**src/rtl/iomem_gpio_bank_pkg.sv**
```systemverilog
`default_nettype none
// ============================================================================
//  Module   : iomem_gpio_pkg
//  Purpose  : Shared definitions for the iomem GPIO bank: register offsets,
//             default block select, reset values and bus FSM encoding.
//  Revision : 1.0  initial release
// ============================================================================
package iomem_gpio_pkg;

    // Value matched against iomem_addr[31:24]
    localparam logic [7:0] DEFAULT_BASE_SEL = 8'h03;

    // Register byte offsets
    localparam logic [7:0] GPIO_OFF_OUT = 8'h00;
    localparam logic [7:0] GPIO_OFF_OE  = 8'h04;
    localparam logic [7:0] GPIO_OFF_IN  = 8'h08;
    localparam logic [7:0] GPIO_OFF_EN  = 8'h0C;
    localparam logic [7:0] GPIO_OFF_POL = 8'h10;
    localparam logic [7:0] GPIO_OFF_STS = 8'h14;

    // Register reset values
    localparam logic [31:0] GPIO_RST_OUT = 32'h0000_0000;
    localparam logic [31:0] GPIO_RST_OE  = 32'h0000_0000;
    localparam logic [31:0] GPIO_RST_EN  = 32'h0000_0000;
    localparam logic [31:0] GPIO_RST_POL = 32'h0000_0000;
    localparam logic [31:0] GPIO_RST_STS = 32'h0000_0000;

    // Bus response state: IDLE accepts, RESP presents ready for one cycle
    typedef enum logic [0:0] {
        BUS_IDLE = 1'b0,
        BUS_RESP = 1'b1
    } bus_state_e;

    // Word index of a register, as decoded from iomem_addr[7:2]
    function automatic logic [5:0] reg_word(input logic [7:0] off);
        return off[7:2];
    endfunction

endpackage
`default_nettype wire

```
**src/rtl/iomem_gpio_bank_if.sv**
```systemverilog
`default_nettype none
// ============================================================================
//  Module   : iomem_gpio_bank_if
//  Purpose  : picosoc iomem bus bundle (valid/ready request-response).
//  Revision : 1.0  initial release
// ============================================================================
interface iomem_gpio_bank_if;
    logic        iomem_valid;
    logic        iomem_ready;
    logic [3:0]  iomem_wstrb;
    logic [31:0] iomem_addr;
    logic [31:0] iomem_wdata;
    logic [31:0] iomem_rdata;

    modport master (
        output iomem_valid, iomem_wstrb, iomem_addr, iomem_wdata,
        input  iomem_ready, iomem_rdata
    );

    modport slave (
        input  iomem_valid, iomem_wstrb, iomem_addr, iomem_wdata,
        output iomem_ready, iomem_rdata
    );
endinterface
`default_nettype wire

```
**src/rtl/iomem_gpio_bank_gpio_in_sync.sv**
```systemverilog
`default_nettype none
// ============================================================================
//  Module   : gpio_in_sync
//  Purpose  : Multi-flop synchroniser for asynchronous pin inputs plus a
//             one-cycle-delayed copy for rising/falling edge detection.
//             Edge logic exists only when GPIO_IRQ_EN is defined; otherwise
//             rise/fall are constant zero and no delay flops are built.
//  Revision : 1.0  initial release
// ============================================================================
module gpio_in_sync #(
    parameter int NUM_GPIO   = 32,
    parameter int SYNC_DEPTH = 2
) (
    input  logic                clk,
    input  logic                resetn,
    input  logic [NUM_GPIO-1:0] din,
    output logic [NUM_GPIO-1:0] sync,
    output logic [NUM_GPIO-1:0] rise,
    output logic [NUM_GPIO-1:0] fall
);

    logic [NUM_GPIO-1:0] r_chain [SYNC_DEPTH];

    // Shift the raw pins through SYNC_DEPTH flops
    always_ff @(posedge clk or negedge resetn) begin
        if (!resetn) begin
            for (int i = 0; i < SYNC_DEPTH; i++) begin
                r_chain[i] <= '0;
            end
        end else begin
            r_chain[0] <= din;
            for (int i = 1; i < SYNC_DEPTH; i++) begin
                r_chain[i] <= r_chain[i-1];
            end
        end
    end

    assign sync = r_chain[SYNC_DEPTH-1];

`ifdef GPIO_IRQ_EN
    logic [NUM_GPIO-1:0] r_prev;

    // Previous synchronised value, for edge detection
    always_ff @(posedge clk or negedge resetn) begin
        if (!resetn) begin
            r_prev <= '0;
        end else begin
            r_prev <= sync;
        end
    end

    assign rise = sync & ~r_prev;
    assign fall = ~sync & r_prev;
`else
    assign rise = '0;
    assign fall = '0;
`endif

endmodule
`default_nettype wire

```
**src/rtl/iomem_gpio_bank.sv**
```systemverilog
`default_nettype none
// ============================================================================
//  Module   : iomem_gpio_bank
//  Purpose  : Parametrised GPIO slave on the picosoc iomem bus: OUT/OE/IN
//             registers with byte-lane writes, synchronised input readback
//             and, when GPIO_IRQ_EN is defined, per-pin edge interrupts
//             (IRQ_EN / IRQ_POL / IRQ_STS) reduced to a level irq.
//  Revision : 1.0  initial release
// ============================================================================
module iomem_gpio_bank
    import iomem_gpio_pkg::*;
#(
    parameter int         NUM_GPIO   = 32,
    parameter logic [7:0] BASE_SEL   = DEFAULT_BASE_SEL,
    parameter int         SYNC_DEPTH = 2
) (
    input  logic                clk,
    input  logic                resetn,
    iomem_gpio_bank_if.slave    iomem,
    input  logic [NUM_GPIO-1:0] gpio_in,
    output logic [NUM_GPIO-1:0] gpio_out,
    output logic [NUM_GPIO-1:0] gpio_oe,
    output logic                irq
);

    localparam logic [5:0] c_W_OUT = reg_word(GPIO_OFF_OUT);
    localparam logic [5:0] c_W_OE  = reg_word(GPIO_OFF_OE);
    localparam logic [5:0] c_W_IN  = reg_word(GPIO_OFF_IN);

    bus_state_e          r_state;
    bus_state_e          w_state_next;
    logic                w_sel;
    logic                w_accept;
    logic                w_wr;
    logic [5:0]          w_word;
    logic [31:0]         r_rdata;
    logic [31:0]         w_rdata_next;
    logic [NUM_GPIO-1:0] w_msk;
    logic [NUM_GPIO-1:0] w_wd;
    logic [NUM_GPIO-1:0] r_out;
    logic [NUM_GPIO-1:0] r_oe;
    logic [NUM_GPIO-1:0] w_sync;
    logic [NUM_GPIO-1:0] w_rise;
    logic [NUM_GPIO-1:0] w_fall;
    logic                w_addr_unused;

    // Address bits outside the select and word fields carry no meaning here
    assign w_addr_unused = ^{iomem.iomem_addr[23:8], iomem.iomem_addr[1:0]};

    assign w_sel  = iomem.iomem_valid && (iomem.iomem_addr[31:24] == BASE_SEL);
    assign w_word = iomem.iomem_addr[7:2];
    assign w_wr   = w_accept && (iomem.iomem_wstrb != 4'b0000);

    // Expand byte strobes to a per-pin write mask and gate write data with it
    always_comb begin
        w_msk = '0;
        for (int i = 0; i < NUM_GPIO; i++) begin
            w_msk[i] = iomem.iomem_wstrb[i/8];
        end
        w_wd = iomem.iomem_wdata[NUM_GPIO-1:0] & w_msk;
    end

    generate
        if (NUM_GPIO < 32) begin : g_pad
            logic w_pad_unused;
            assign w_pad_unused = ^iomem.iomem_wdata[31:NUM_GPIO];
        end
    endgenerate

    gpio_in_sync #(
        .NUM_GPIO   (NUM_GPIO),
        .SYNC_DEPTH (SYNC_DEPTH)
    ) u_in_sync (
        .clk    (clk),
        .resetn (resetn),
        .din    (gpio_in),
        .sync   (w_sync),
        .rise   (w_rise),
        .fall   (w_fall)
    );

    // Bus FSM state register
    always_ff @(posedge clk or negedge resetn) begin
        if (!resetn) begin
            r_state <= BUS_IDLE;
        end else begin
            r_state <= w_state_next;
        end
    end

    // Bus FSM: accept only in IDLE, so ready is a single-cycle pulse
    always_comb begin
        w_state_next = r_state;
        w_accept     = 1'b0;
        case (r_state)
            BUS_IDLE: begin
                if (w_sel) begin
                    w_accept     = 1'b1;
                    w_state_next = BUS_RESP;
                end
            end
            BUS_RESP: begin
                w_state_next = BUS_IDLE;
            end
            default: begin
                w_state_next = BUS_IDLE;
            end
        endcase
    end

    assign iomem.iomem_ready = (r_state == BUS_RESP);
    assign iomem.iomem_rdata = r_rdata;

    // OUT and OE registers with byte-lane writes
    always_ff @(posedge clk or negedge resetn) begin
        if (!resetn) begin
            r_out <= GPIO_RST_OUT[NUM_GPIO-1:0];
            r_oe  <= GPIO_RST_OE[NUM_GPIO-1:0];
        end else if (w_wr) begin
            if (w_word == c_W_OUT) begin
                r_out <= (r_out & ~w_msk) | w_wd;
            end
            if (w_word == c_W_OE) begin
                r_oe <= (r_oe & ~w_msk) | w_wd;
            end
        end
    end

    assign gpio_out = r_out;
    assign gpio_oe  = r_oe;

`ifdef GPIO_IRQ_EN
    localparam logic [5:0] c_W_EN  = reg_word(GPIO_OFF_EN);
    localparam logic [5:0] c_W_POL = reg_word(GPIO_OFF_POL);
    localparam logic [5:0] c_W_STS = reg_word(GPIO_OFF_STS);

    logic [NUM_GPIO-1:0] r_en;
    logic [NUM_GPIO-1:0] r_pol;
    logic [NUM_GPIO-1:0] r_sts;
    logic [NUM_GPIO-1:0] w_edge;
    logic [NUM_GPIO-1:0] w_clr;
    logic                r_irq;

    assign w_edge = (r_pol & w_rise) | (~r_pol & w_fall);
    assign w_clr  = (w_wr && (w_word == c_W_STS)) ? w_wd : '0;

    // Interrupt configuration and pending flags; a new edge beats a W1C
    always_ff @(posedge clk or negedge resetn) begin
        if (!resetn) begin
            r_en  <= GPIO_RST_EN[NUM_GPIO-1:0];
            r_pol <= GPIO_RST_POL[NUM_GPIO-1:0];
            r_sts <= GPIO_RST_STS[NUM_GPIO-1:0];
        end else begin
            if (w_wr && (w_word == c_W_EN)) begin
                r_en <= (r_en & ~w_msk) | w_wd;
            end
            if (w_wr && (w_word == c_W_POL)) begin
                r_pol <= (r_pol & ~w_msk) | w_wd;
            end
            r_sts <= (r_sts & ~w_clr) | w_edge;
        end
    end

    // Registered interrupt level
    always_ff @(posedge clk or negedge resetn) begin
        if (!resetn) begin
            r_irq <= 1'b0;
        end else begin
            r_irq <= |(r_sts & r_en);
        end
    end

    assign irq = r_irq;
`else
    logic w_edge_unused;
    assign w_edge_unused = ^{w_rise, w_fall};
    assign irq = 1'b0;
`endif

    // Read mux: value of the addressed register before any write this cycle
    always_comb begin
        w_rdata_next = 32'h0000_0000;
        case (w_word)
            c_W_OUT: w_rdata_next = 32'(r_out);
            c_W_OE:  w_rdata_next = 32'(r_oe);
            c_W_IN:  w_rdata_next = 32'(w_sync);
`ifdef GPIO_IRQ_EN
            c_W_EN:  w_rdata_next = 32'(r_en);
            c_W_POL: w_rdata_next = 32'(r_pol);
            c_W_STS: w_rdata_next = 32'(r_sts);
`endif
            default: w_rdata_next = 32'h0000_0000;
        endcase
    end

    // Capture read data at the accepting edge
    always_ff @(posedge clk or negedge resetn) begin
        if (!resetn) begin
            r_rdata <= 32'h0000_0000;
        end else if (w_accept) begin
            r_rdata <= w_rdata_next;
        end
    end

endmodule
`default_nettype wire

```
**src/flat_wrapper.sv**
```systemverilog
// flat-port wrapper written by rule: the top's interface ports become plain ports
module iomem_gpio_bank_flat import iomem_gpio_pkg::*;
#(
    parameter int         NUM_GPIO   = 32,
    parameter logic [7:0] BASE_SEL   = DEFAULT_BASE_SEL,
    parameter int         SYNC_DEPTH = 2
)
  (clk, resetn, gpio_in, gpio_out, gpio_oe, irq, iomem_iomem_valid, iomem_iomem_wstrb, iomem_iomem_addr, iomem_iomem_wdata, iomem_iomem_ready, iomem_iomem_rdata);
  iomem_gpio_bank_if iomem_i ();
  input  logic clk;
  input  logic resetn;
  input  logic [NUM_GPIO-1:0] gpio_in;
  output logic [NUM_GPIO-1:0] gpio_out;
  output logic [NUM_GPIO-1:0] gpio_oe;
  output logic irq;
  input wire logic [$bits(iomem_i.iomem_valid)-1:0] iomem_iomem_valid;
  input wire logic [$bits(iomem_i.iomem_wstrb)-1:0] iomem_iomem_wstrb;
  input wire logic [$bits(iomem_i.iomem_addr)-1:0] iomem_iomem_addr;
  input wire logic [$bits(iomem_i.iomem_wdata)-1:0] iomem_iomem_wdata;
  output wire logic [$bits(iomem_i.iomem_ready)-1:0] iomem_iomem_ready;
  output wire logic [$bits(iomem_i.iomem_rdata)-1:0] iomem_iomem_rdata;
  assign iomem_i.iomem_valid = iomem_iomem_valid;
  assign iomem_i.iomem_wstrb = iomem_iomem_wstrb;
  assign iomem_i.iomem_addr = iomem_iomem_addr;
  assign iomem_i.iomem_wdata = iomem_iomem_wdata;
  assign iomem_iomem_ready = iomem_i.iomem_ready;
  assign iomem_iomem_rdata = iomem_i.iomem_rdata;
  iomem_gpio_bank #(.NUM_GPIO(NUM_GPIO), .BASE_SEL(BASE_SEL), .SYNC_DEPTH(SYNC_DEPTH)) u_core (.clk(clk), .resetn(resetn), .iomem(iomem_i), .gpio_in(gpio_in), .gpio_out(gpio_out), .gpio_oe(gpio_oe), .irq(irq));
endmodule
```
**config.mk**
```make
export PLATFORM = sky130hd
export DESIGN_NAME = iomem_gpio_bank_flat
export DESIGN_NICKNAME = d
export VERILOG_FILES = /design/src/rtl/iomem_gpio_bank_pkg.sv /design/src/rtl/iomem_gpio_bank_if.sv /design/src/rtl/iomem_gpio_bank_gpio_in_sync.sv /design/src/rtl/iomem_gpio_bank.sv /design/src/flat_wrapper.sv
export SDC_FILE = /design/constraint.sdc
export NUM_CORES = 1
export LEC_CHECK = 0
export BUFFER_PORTS_ARGS = -buffer_cell sky130_fd_sc_hd__buf_4
export CAP_MARGIN = 10
export CORE_ASPECT_RATIO = 0.7
export CORE_MARGIN = 2
export CORE_UTILIZATION = 50
export DETAILED_ROUTE_END_ITERATION = 6
export GPL_TIMING_DRIVEN = 0
export HOLD_SLACK_MARGIN = 0.06
export PLACE_DENSITY = 0.83
export RECOVER_POWER = 25
export SLEW_MARGIN = 30
export SYNTH_ARGS = -nofsm -noshare
export SYNTH_HDL_FRONTEND = slang
export SYNTH_SLANG_ARGS = --single-unit
```
**constraint.sdc**
```tcl
create_clock -name clk -period 1.6 [get_ports clk]
set_input_delay 0.08 -clock clk [delete_from_list [all_inputs] [get_ports clk]]
set_output_delay 0.08 -clock clk [all_outputs]
set_load 0.03 [all_outputs]
```
# ---- After elaboration in Yosys (flattened, before gate mapping)
# Index checks and enable logic that the tools add are counted.
dict set report totals {
  output_inout_bits 98
  wordCells 26
  ff_bits 161
}
dict set report classes {
  n_reduce_logical 6
  bitwise_logic 7
  n_mux 4
  n_eq_ne 3
}
# operator n
set op_table {}
lappend op_table {{32-bit AND} 3}
lappend op_table {{32-bit one-hot mux with 3 select lines} 1}
lappend op_table {{32-bit bitwise OR} 2}
lappend op_table {{32-bit inverter} 1}
lappend op_table {{8-bit by 2-bit equality test with 1-bit output (second input constant)} 1}
lappend op_table {{6-bit by 1-bit equality test with 1-bit output (second input constant)} 1}
lappend op_table {{6-bit by 2-bit equality test with 1-bit output (second input constant)} 1}
lappend op_table {{6-bit zero test} 1}
lappend op_table {{2-bit AND reduction} 2}
lappend op_table {{4-bit nonzero test} 1}
lappend op_table {{1-bit logical AND} 2}
lappend op_table {{1-bit two-way mux} 2}
lappend op_table {{1-bit one-hot mux with 2 select lines} 1}
lappend op_table {{1-bit inverter} 1}

# ---- Longest topological paths before layout
# Gate-level depths: netlist of run 1.
dict set report depth {
  word_depth 6
  ltp_mapped 7
  depth_no_buf 5
}

# ---- Cells and area by module
# Synthesis of run 1 repeated with hierarchy kept, for this count alone.
dict set report unflattened {
  hier_cells 531
  hier_area_um2 6877.8
}
# mod instances area_per_inst_um2 cells_per_inst
set by_module_without_submodules {}
lappend by_module_without_submodules {iomem_gpio_bank 1 4551.9 370}
lappend by_module_without_submodules {gpio_in_sync 1 2326.0 161}

# ---- Worst setup path after synthesis of run 1
# No wires, ideal clock.
dict set report synth_timing {
  path_type {flip-flop to flip-flop}
  from {register u_core.r_state (netlist: u_core.iomem.iomem_ready)}
  to {register (tool-made name)}
  path_buffers 1
  stages_incl_launch_ff 6
  path_slack_ns 0.027
  setup_ns 0.125
  t_arrival_ns 1.448
  t_required_ns 1.475
  synth_period_minus_slack_ns 1.573
  cell_sequence {dfrtp_1 nand4b_1 inv_1 and3_1 buf_6 mux2_2}
}
# element line
set synth_lines {}
lappend synth_lines {{start: declaration} iomem_gpio_bank.sv:30} ;# bus_state_e r_state;
lappend synth_lines {{start signal: assignment} iomem_gpio_bank.sv:87} ;# r_state <= w_state_next;

==> results of run 1 <==
-- power by group through the flow --
stage	clock network, W	logic [W]	registers (W)
3_5_place_dp	0	0.000428	0.00426
3_3_place_gp	0	0.000402	0.00425
6_report	0.00421	0.000553	0.00418
5_1_grt	0.00445	0.000604	0.00418
4_1_cts	0.00425	0.000562	0.00418
2_1_floorplan	0	0.000129	0.00425
-- metal layers --
layer  up-vias  share of wire  global-route usage
met4         0          0.021              0.0978
met1      2297           0.42               0.317
met3        34          0.068              0.0723
met2       179           0.49               0.425
li1       2040              -                   -
met5         -              0                   0
-- worst max-delay path by stage --
| stage | startpoint | end | slack, ns | cells past startpoint |
|---|---|---|---|---|
| finish | u_core.iomem.iomem_ready | register | 0.002 | 5 |
| detailed placement | iomem_iomem_addr[7] | register | -0.19 | 6 |
| global placement | resetn | u_core.u_in_sync.r_chain[47] | -0.28 | 1 |
| floorplan | u_core.iomem.iomem_ready | register | 0.03 | 5 |
| CTS | u_core.iomem.iomem_ready | register | 0.01 | 5 |
| global route | u_core.iomem.iomem_ready | register | -0.05 | 5 |
-- synthesized netlist by cell type (all sizes together) --
master,n,area (um2)
clkbuf,14,52.6
mux2,64,841
mux2i,32,320
buf,17,138
o31ai,32,240
inv,1,3.75
nor3,1,16.3
or4,1,11.3
a21oi,32,160
nor4bb,1,10.0
dfrtp,161,4030
nand4b,1,8.76
nand2,32,120
nor4,1,6.26
conb,1,3.75
nor2,32,120
a21o,1,7.51
and3,8,50.1
nor2b,2,15.0
-- worst max-delay path, stage by stage, from the launching register on --
cell and delay [ns]:
dfrtp_1 0.38, nand4b_1 0.24, inv_2 0.16, and3_1 0.19, buf_6 0.16, mux2_2 0.36
-- cells in the final DEF, fill, tap and decap left out, types with 4 or more instances in the layout --
cell type,instances
dfrtp_1,161
clkbuf_16,17
mux2_2,32
clkbuf_1,8
and3_1,8
clkbuf_2,5
clkbuf_4,33
o31ai_1,32
nand2_1,32
dlygate4sd3_1,67
buf_4,147
buf_6,8
nor2_1,32
clkinv_4,4
buf_2,9
a21oi_1,32
mux2_4,32
mux2i_1,32
-- cell families (layout without fill, tap and decap cells) --
kind of cell,after synthesis,in the layout,share of synthesized area
flip-flops,161,161,0.655
multiplexers,96,96,0.189
AND/OR/NAND/NOR,79,79,0.0582
AO/OA/AOI/OAI,65,65,0.0663
buffers and inverters,32,311,0.0315
other,1,1,0.000609
-- area by class of cell --
class | count | share of cell area
clock inverters | 11 | 0.0171
inverters | 1 | 0.000416
flip-flops and latches | 161 | 0.446
repair buffers | 247 | 0.226
clock buffers | 21 | 0.0521
well taps | 157 | 0.0218
plain buffers | 31 | 0.0219
multi-input cells | 241 | 0.214
-- what timing repair did --
action / in CTS / in global routing
setup endpoints to repair: 96 / 75
resized for setup: 6 / 4
gates cloned: 0 / 0
hold endpoints to repair: 179 / 0
hold buffers: 67 / 0
pin swaps: 0 / 0
-- metrics by stage --
stage,instances,total power (W),TNS (ns),setup WS (ns)
floorplan,434,0.00438,0,0.0267
global placement,770,0.00465,-53.91,-0.281
detailed placement,771,0.00468,-12.86,-0.193
CTS,870,0.00900,0,0.0131
global route,870,0.00924,-1.13,-0.0492
finish,870,0.00895,0,0.00224
==> flow_metrics.tcl, run 1 <==
set metrics [dict create \
    status "complete, no violations" \
    ios 201 \
    ys_ff_latch 161 \
    fin_crit_sh 0.999 \
    cts_root_buf "clkbuf_16" \
    seq_power_share 0.467 \
    p_comb_frac 0.062 \
    fillCellCount 726 \
    final_max_slew_viol_count 0 \
    grt_pass1_wl_um 25700 \
    gp_congestion 0.814 \
    worst_pin_slew_ns 1.10 \
    reg2reg_depth 5 \
    ys_types 23 \
    rsz0062_at_grt "yes" \
    clock_sinks 161 \
    clk_pin_slew_worst_paths_ns 0.06 \
    cts_tree "yes" \
    wl_per_cell_um 18.7 \
    dieArea_um2 13200 \
    area_delta_synth_final_pct 46.6 \
    finalCriticalPeriod_ns 1.60 \
    synth_warnings 0 \
    final_area_um2 9020 \
    start_util 0.519 \
    clockBufferDepth 2 \
    end_kind "register" \
    setup_viol 0 \
    vias 4550 \
    viasPerCell 5.23 \
    dpl.hpwl_um 10900 \
    placedInstanceArea_um2 7730 \
    multi_input_comb_area_um2 1930 \
    drv_cap 0 \
    worstSkewPairLatency_ns 0.42 \
    p_leak_nw 4.52 \
    drt_wl_total_um 16300 \
    utilization 0.761 \
    r2r_slack_ns 0.002 \
    grt_usage 0.256 \
    grt_max_degree 84 \
    postCtsSetupBuffers 0 \
    required_ns 1.89 \
    hp-start "iomem_iomem_addr[2]" \
    nets 803 \
    drive_above_1_share 0.424 \
    syn-instance-count 434 \
    cts_buffers 17 \
    drtPass1Iterations 4 \
    hold_violations 0 \
    avgSynthCellArea_um2 14.2 \
    switching_share 0.213 \
    worstSetupStartpointType "register" \
    netlist_area_um2 6150 \
    path_max_fanout 9 \
    drtIter0Drc 200 \
    finClkSkew_ns 0.00921 \
    hold_ws_ns 0.177 \
    hold_class "in -> reg" \
    antenna_found_initial 0 \
    path_class "reg -> reg" \
    core.rowCount 33 \
    regArea_um2 4030 \
    power_density_nw_per_um2 992 \
    chipWidth_um 137 \
    antenna_left 0 \
    overflow 0 \
    num_antenna_cells 0 \
    synth_nets 537 \
    arrival_ns 1.89 \
    min_path_cells 4 \
    port_buffers 179 \
    p_switching_w 0.00190 \
    vdd_drop_max_mv 0.759 \
    fmax_mhz 626 \
    internal_power_w 0.00704 \
    clock_power_share 0.471 \
    grt_pass1_vias 4857 \
    yosysSeqAreaShare 0.655 \
    max-slew-margin-rel 0.266 \
    drcViolationCount 0 \
    core_region_area_um2 11900 \
    die_y_um 96.8 \
    htreeDepth 4 \
    r2r-start "u_core.iomem.iomem_ready" \
    hold_end "u_core.iomem.iomem_rdata[0]" \
]
No activity file was read; power rests on OpenSTA's default activity.
==> inputs of run 2 (changes only) <==
--- a/config.mk
+++ b/config.mk
@@ -5,15 +5,14 @@
 export SDC_FILE = /design/constraint.sdc
 export NUM_CORES = 1
 export LEC_CHECK = 0
-export BUFFER_PORTS_ARGS = -buffer_cell sky130_fd_sc_hd__buf_4
 export CAP_MARGIN = 10
-export CORE_ASPECT_RATIO = 0.7
 export CORE_MARGIN = 2
 export CORE_UTILIZATION = 50
 export DETAILED_ROUTE_END_ITERATION = 6
+export DONT_BUFFER_PORTS = 1
 export GPL_TIMING_DRIVEN = 0
 export HOLD_SLACK_MARGIN = 0.06
-export PLACE_DENSITY = 0.83
+export PLACE_DENSITY = 0.69
 export RECOVER_POWER = 25
 export SLEW_MARGIN = 30
 export SYNTH_ARGS = -nofsm -noshare
==> flow_metrics.tcl, run 2 (synthesis gave the netlist of run 1 again) <==
set metrics [dict create \
    overflow 0 \
    p_comb_frac 0.036 \
    finClkSkew_ns 0.00631 \
    setup_viol 64 \
    setup_slack_ns -0.132 \
    vdd_drop_max_mv 0.965 \
    worstSkewPairLatency_ns 0.42 \
    cp_slowest_stage_delay_ns 0.49 \
    grt_pass1_vias 4083 \
    num_antenna_cells 0 \
    die_y_um 115 \
    end_kind "register" \
    drt_wl_total_um 14600 \
    drcViolationCount 0 \
    vias 3750 \
    dpl.hpwl_um 9300 \
    clockBufferDepth 2 \
    drtIter0Drc 266 \
    wl_per_cell_um 21.5 \
    grt_usage 0.231 \
    grt_max_degree 162 \
    grt_pass1_wl_um 22500 \
    violations "hold timing, setup timing" \
    ios 201 \
    hold_ws_ns -0.645 \
    finalNonFillerCells 679 \
    setup_tns_ns -7.03 \
    max-slew-margin-rel 0.624 \
    area_delta_synth_final_pct 23.9 \
    seq_power_share 0.487 \
    gp_congestion 0.773 \
    final_max_slew_viol_count 0 \
    rsz0062_at_grt "yes" \
    htreeDepth 4 \
    arrival_ns 2.03 \
    power_density_nw_per_um2 1130 \
    viasPerCell 5.52 \
    dp.cells 581 \
    dieArea_um2 13200 \
    p_switching_w 0.00173 \
    drive_above_1_share 0.233 \
    fmax_mhz 577 \
    fin_crit_sh 1.08 \
    final_common_cell "dfrtp_1" \
    port_buffers 0 \
    final_cell_mix "160 x dfrtp_1, 66 x dlygate4sd3_1" \
    path_class "reg -> reg" \
    p_leak_nw 3.58 \
    cts_tree "yes" \
    internal_power_w 0.00685 \
    clk_pin_slew_worst_paths_ns 0.06 \
    antenna_found_initial 0 \
    drtPass1Iterations 4 \
    worst_pin_slew_ns 0.564 \
    hold_violations 162 \
    nets 622 \
    core.rowCount 40 \
    fillCellCount 909 \
    cts_root_buf "clkbuf_16" \
    clock_sinks 161 \
    start_util 0.512 \
    cts_buffers 17 \
    clock_power_share 0.476 \
    crit_path_top_delay_cell "dfrtp_2" \
    required_ns 1.90 \
    crit_chain "nand4b_1, inv_2, and3_1, buf_6, mux2_2" \
    status "finished, violations left" \
    drv_cap 0 \
    antenna_left 0 \
    core_region_area_um2 12000 \
    multi_input_comb_area_um2 1940 \
    regArea_um2 4030 \
    finalCriticalPeriod_ns 1.73 \
    postCtsSetupBuffers 0 \
    worstSetupStartpointType "register" \
    path_max_fanout 9 \
    switching_share 0.202 \
    hold_class "in -> async" \
    chipWidth_um 115 \
]
==> run 2: worst paths after layout <==
path                                                   start                    endpoint  slack (ns)  cells after the start
min in group clk                        iomem_iomem_addr[31]    u_core.iomem.iomem_ready       -0.04                      3
worst max-delay path                u_core.iomem.iomem_ready                    register       -0.13                      5
worst min register to register  u_core.u_in_sync.r_chain[61]   u_core.u_in_sync.sync[29]        0.34                      0
max in group asynchronous                             resetn    u_core.iomem.iomem_ready        2.02                      0
worst min-delay path                                  resetn  asynchronous set/reset pin       -0.65                      0
worst max register to register      u_core.iomem.iomem_ready                    register       -0.13                      5
==> run 2: repair_timing <==
item                       4_1_cts  5_1_grt
hold endpoints to repair       258      164
setup endpoints to repair       96       94
resized for setup                9        8
hold buffers                    65        1
==> run 2: worst max-delay path: cells and delay by family, from the launching register on <==
family / cells / cell delay, ns
muxes: 1 / 0.35
and+or+nand+nor: 2 / 0.45
buffers and inverters: 2 / 0.33
DFF: 1 / 0.49
==> run 2: cell type report <==
cell class              instances  share of cell area
clock buffers                  22              0.0609
multi-input cells             241               0.255
plain buffers                  31              0.0268
clock inverters                10              0.0176
well taps                     147              0.0241
inverters                       1            0.000493
repair buffers                 66              0.0867
flip-flops and latches        161               0.529
==> run 2: power by group through the flow <==
stage	Combinational [W]	Clock (W)	Sequential, W
after floorplan	0.000129	0	0.00425
after CTS	0.000307	0.00418	0.00418
final	0.000313	0.00409	0.00418
after detailed placement	0.000167	0	0.00426
after global routing	0.000340	0.00435	0.00419
after global placement	0.000164	0	0.00425
==> run 2: metrics by stage <==
| step | power [W] | utilization | setup slack, ns | instance area [um2] | hold WS [ns] |
|---|---|---|---|---|---|
| final | 0.00859 | 0.634 | -0.132 | 7620 | -0.645 |
| after global routing | 0.00888 | 0.634 | -0.210 | 7620 | -0.677 |
| after CTS | 0.00867 | 0.633 | -0.142 | 7600 | -0.670 |
| after detailed placement | 0.00443 | 0.528 | -0.392 | 6340 | -0.212 |
| after global placement | 0.00442 | 0.528 | -0.335 | 6340 | -0.212 |
| after floorplan | 0.00438 | - | 0.0267 | 6150 | -0.216 |
==> run 2: metal layers <==
| layer | up-vias | track usage | part of all wire |
|---|---|---|---|
| met2 | 157 | 0.369 | 0.49 |
| met4 | 0 | 0.0843 | 0.019 |
| met3 | 23 | 0.100 | 0.089 |
| met1 | 1899 | 0.279 | 0.40 |
| met5 | - | 0 | 0 |
| li1 | 1671 | - | - |
